==> src/rtl/escalonador_cargas.sv <==
// Power-budget scheduler: grants up to MAX_ATIVAS zone loads in round-robin order,
// with grants spaced at least INTERVALO_PARTIDA cycles apart to limit inrush current.
module escalonador_cargas #(
    parameter int unsigned N_ZONAS           = 4,
    parameter int unsigned MAX_ATIVAS        = 2,
    parameter int unsigned INTERVALO_PARTIDA = 100
) (
    input  logic                             clk,
    input  logic                             rst,
    input  logic [N_ZONAS-1:0]               pedido,
    input  logic                             desligar_tudo,
    output logic [N_ZONAS-1:0]               concessao,
    output logic [N_ZONAS-1:0]               aguardando,
    output logic [$clog2(N_ZONAS+1)-1:0]     qtd_ativas,
    output logic                             ocupado
);
    localparam int unsigned QW = $clog2(N_ZONAS + 1);
    localparam int unsigned PW = $clog2(N_ZONAS);
    localparam int unsigned CW = $clog2(INTERVALO_PARTIDA) + 1;

    typedef enum logic [0:0] {
        LIVRE     = 1'b0,
        INTERVALO = 1'b1
    } estado_t;

    localparam logic [CW-1:0] RECARGA = CW'(INTERVALO_PARTIDA - 1);
    // With a 1-cycle interval the scheduler never leaves LIVRE, allowing back-to-back grants.
    localparam estado_t APOS_CONCESSAO = (INTERVALO_PARTIDA > 1) ? INTERVALO : LIVRE;

    estado_t             estado_q, estado_d;
    logic [CW-1:0]       contador_q, contador_d;
    logic [PW-1:0]       ponteiro_q, ponteiro_d;
    logic [N_ZONAS-1:0]  concessao_q, concessao_d;
    logic [QW-1:0]       qtd_q, qtd_d;
    logic                ocupado_q, ocupado_d;

    logic [N_ZONAS-1:0]  mantidos;
    logic [N_ZONAS-1:0]  candidatos;
    logic [QW-1:0]       ativos_mantidos;
    logic [PW-1:0]       idx;
    logic [PW-1:0]       vencedor;
    logic                achou;
    logic                pode_conceder;

    function automatic logic [QW-1:0] contar(input logic [N_ZONAS-1:0] v);
        logic [QW-1:0] s;
        s = '0;
        for (int i = 0; i < int'(N_ZONAS); i++) begin
            s = s + QW'(v[i]);
        end
        return s;
    endfunction

    // Next-state: releases, round-robin winner search, grant and inter-grant spacing.
    always_comb begin
        mantidos        = concessao_q & pedido;
        candidatos      = pedido & ~concessao_q;
        ativos_mantidos = contar(mantidos);
        achou           = 1'b0;
        vencedor        = '0;
        idx             = '0;
        estado_d        = estado_q;
        contador_d      = contador_q;
        ponteiro_d      = ponteiro_q;
        concessao_d     = mantidos;

        for (int unsigned k = 0; k < N_ZONAS; k++) begin
            idx = PW'((32'(ponteiro_q) + k) % N_ZONAS);
            if (!achou && candidatos[idx]) begin
                achou    = 1'b1;
                vencedor = idx;
            end
        end

        pode_conceder = (estado_q == LIVRE) && !desligar_tudo && achou
                        && (ativos_mantidos < QW'(MAX_ATIVAS));

        if (desligar_tudo) begin
            concessao_d = '0;
            contador_d  = RECARGA;
            estado_d    = APOS_CONCESSAO;
        end else if (pode_conceder) begin
            concessao_d[vencedor] = 1'b1;
            ponteiro_d  = (vencedor == PW'(N_ZONAS - 1)) ? '0 : vencedor + PW'(1);
            contador_d  = RECARGA;
            estado_d    = APOS_CONCESSAO;
        end else if (estado_q == INTERVALO) begin
            contador_d = (contador_q != '0) ? contador_q - CW'(1) : '0;
            if (contador_d == '0) begin
                estado_d = LIVRE;
            end
        end

        qtd_d     = contar(concessao_d);
        ocupado_d = (qtd_d == QW'(MAX_ATIVAS));
    end

    always_ff @(posedge clk) begin
        if (rst) begin
            estado_q    <= LIVRE;
            contador_q  <= '0;
            ponteiro_q  <= '0;
            concessao_q <= '0;
            qtd_q       <= '0;
            ocupado_q   <= 1'b0;
        end else begin
            estado_q    <= estado_d;
            contador_q  <= contador_d;
            ponteiro_q  <= ponteiro_d;
            concessao_q <= concessao_d;
            qtd_q       <= qtd_d;
            ocupado_q   <= ocupado_d;
        end
    end

    assign concessao  = concessao_q;
    assign aguardando = pedido & ~concessao_q;
    assign qtd_ativas = qtd_q;
    assign ocupado    = ocupado_q;

endmodule

==> config.mk <==
export PLATFORM = sky130hd
export DESIGN_NAME = escalonador_cargas
export DESIGN_NICKNAME = d
export VERILOG_FILES = /design/src/rtl/escalonador_cargas.sv
export SDC_FILE = /design/constraint.sdc
export NUM_CORES = 1
export LEC_CHECK = 0
export CAP_MARGIN = 30
export CORE_MARGIN = 1
export CORE_UTILIZATION = 30
export DETAILED_ROUTE_END_ITERATION = 8
export HOLD_SLACK_MARGIN = 0.15
export SYNTH_ARGS = -nofsm -noshare
export SYNTH_HDL_FRONTEND = slang
export SYNTH_SLANG_ARGS = --single-unit
==> constraint.sdc <==
create_clock -name clk -period 3.75 [get_ports clk]
set_input_delay 0.9375 -clock clk [delete_from_list [all_inputs] [get_ports clk]]
set_output_delay 0.9375 -clock clk [all_outputs]
set_load 0.03 [all_outputs]
==> out/qor.txt <==
clock sink count = 19
number of antenna repair diodes = 0
Via density = 5.02
Seq/Total Area, Yosys = 32.0%
Synth area leader = dfxtp_1
CP max FO = 4
Avg Cell Area, Syn = 8.54 um^2
vias in the first global route = 1,052
CP Class = in2reg
#FFs+latches synth = 19
Detailed Route WL = 2.74 mm
via count = 1,094
Post-DRT Antenna Nets = 0
unrepaired setup endpoints after global routing = no
Net count, final = 187
Tmin final = 3.60 ns
crit end category = register
DRC Markers = 0
routed len/inst = 12.6 um
synthesized instance count = 139
WL met1 = 1.24 mm
clk slew on worst S/H paths = 0.08 ns
Yosys warning count = 0
P&R area growth vs syn = 41.9%
Post-synth EDFFs = 0
DRT iter0 DRCs = 71
Worst R2R Setup Slack = 0.67 ns
Hold Violations, Final = 0
Worst-Margin Slew = 0.610 ns
initial core utilization = 32.0%
CP startpoint = pedido[3]
DR top layer = met4
clock skew after layout = 0.00371 ns
Achievable Freq = 278 MHz
post-synth top area share = 32.0%
R2R Path Start = concessao[0]
status = finished, final reports clean
Fillers = 364
top post-synthesis cells by area = dfxtp_1, ha_1, a21oi_1
setup violators final = 0
Root Buffer = clkbuf_8
IO Pins = 19
DIE WIDTH = 64.9 um
first-pass GRT wire length = 4.62 mm
TritonCTS clock tree = done
total CTS buffers = 3
Met2 Routed Length = 1.41 mm
largest net degree at the start of global routing = 16
Top FF cell, synth = dfxtp_1
Slew headroom = 59.2%
Pre-antenna DRT Iters = 4
fin. max-slew vios = 0
period utilization = 96.0%
hold buffers post-CTS = 0
CP startpoint kind = input pin
maximum VDD drop = 0.000145 V
Critical Path Sink = ocupado
initial antenna violation count = 0
CP arrival = 3.79 ns
design area = 0.00169 mm^2
total congestion overflow = 0
CORE AREA = 0.00372 mm^2
Reg2Reg Depth = 13
met3 wire length = 79 um
layout cells sized above 1 = 32.4%
H-tree levels = 1
top-count cell post-synth = dfxtp_1
die area = 0.00421 mm^2
FP Rows = 22
pwr dens = 321 mW/mm^2
worst min path class = reg2reg
synthesized area = 0.00119 mm^2
syn_nets = 155
max_cap viols = 0
P_leak = 0.684 nW
DPL Wire Length = 2.03 mm
GRT Total Usage = 14.1%
post-synth cell types = 46
fraction of registers with async set or reset after synthesis = 0%
PortBufs = 18
worst-skew pair later-pin latency = 0.26 ns
DIE HEIGHT = 64.9 um
Critical Path RT = 3.94 ns
CTS max path bufs = 2
synth cell count leaders = dfxtp_1, nor2_1, a21oi_1, nor3_1
Placement Cell Area = 0.00151 mm^2
Routability Congestion = 0.803
r2r endpoint = ocupado
Core Util, Final = 45.4%
per-stage QoR:
step	setup TNS, ns	power [mW]	setup slack, ns	std cells	hold WS (ns)
2_1_floorplan	0	0.323	0.0180	139	0.519
3_3_place_gp	-1.12	0.373	-0.430	211	0.548
3_5_place_dp	-1.29	0.376	-0.488	211	0.557
4_1_cts	0	0.542	0.0820	218	0.569
5_1_grt	0	0.578	0.0284	218	0.616
6_report	0	0.541	0.152	218	0.567
layout make-up:
class	instances	area [um^2]	area share [%]
Timing Repair Buffer	36	312	18.5
Clock inverter	1	5.00	0.297
Sequential cell	19	380	22.6
Multi-Input combinational cell	104	861	51.1
Inverter	7	26.3	1.56
Tap cell	48	60.1	3.56
Clock buffer	3	41.3	2.45
worst min path at each step:
| stage | end | from | cells after the start |
|---|---|---|---|
| 2_1_floorplan | contador_q[1] | contador_q[1] | 2 |
| 3_3_place_gp | contador_q[1] | contador_q[1] | 2 |
| 3_5_place_dp | ponteiro_q[1] | ponteiro_q[1] | 2 |
| 4_1_cts | contador_q[1] | contador_q[1] | 2 |
| 5_1_grt | contador_q[1] | contador_q[1] | 2 |
| 6_report | contador_q[1] | contador_q[1] | 2 |
per-layer routing:
| metal | up-vias | global-route usage, % |
|---|---|---|
| met1 | 526 | 16.1 |
| met5 | - | 0 |
| li1 | 545 | - |
| met2 | 21 | 26.3 |
| met4 | 0 | 3.61 |
| met3 | 2 | 2.64 |
worst max-delay path: stages:
cell and delay (ns):
dlygate4sd2_1 0.25, and2_4 0.15, fa_1 0.40, nor3_2 0.16
and3_4 0.23, buf_4 0.12, a21oi_2 0.06, or2_4 0.25
fa_1 0.50, inv_1 0.04, ha_2 0.18, ha_4 0.25
nor2b_4 0.12, nor3b_2 0.16
cells by family (layout without fill, tap and decap cells):
kind of cell	Yosys count	in the layout	share of synthesized area [%]
AOI/OAI and AO/OA	27	27	15.6
xor gates and xnor gates	2	2	1.48
adders and majority gates	9	9	10.7
buffers and inverters	16	47	5.69
DFF	19	19	32.0
muxes	3	3	2.63
and+or+nand+nor	63	63	31.8
flip-flops by register name, indices dropped and copies added (netlist names):
signal      cells
ponteiro_q      2
concessao       4
ocupado         1
estado_q        1
contador_q      8
qtd_ativas      3
cells in the final DEF, fill, tap and decap left out, types with 2 or more instances in the layout:
| cell | n |
|---|---|
| nand3b_1 | 2 |
| dfxtp_1 | 19 |
| nor3_1 | 10 |
| and2_4 | 4 |
| or2_4 | 3 |
| clkbuf_8 | 3 |
| clkdlybuf4s50_1 | 14 |
| nor2b_4 | 5 |
| buf_4 | 18 |
| ha_2 | 2 |
| nor3b_1 | 3 |
| dlygate4sd2_1 | 3 |
| inv_1 | 5 |
| mux2i_1 | 2 |
| ha_1 | 2 |
| a21oi_2 | 3 |
| nor2b_1 | 2 |
| ha_4 | 3 |
| inv_2 | 2 |
| fa_1 | 2 |
| nand2b_1 | 3 |
| nand2_1 | 4 |
| nor2_1 | 14 |
| a21oi_1 | 10 |
| nand3_1 | 2 |
report_power, final:
| part | internal [mW] | switching [mW] |
|---|---|---|
| logic | 0.0865 | 0.0803 |
| registers | 0.212 | 0.0169 |
| clock network | 0.0739 | 0.0712 |
repair_timing:
| item | CTS | global route |
|---|---|---|
| setup buffers | 3 | 0 |
| setup endpoints to repair | 2 | 1 |
| pin swaps | 10 | 6 |
| resized for setup | 25 | 7 |
Power figures use the tool's default switching activity.
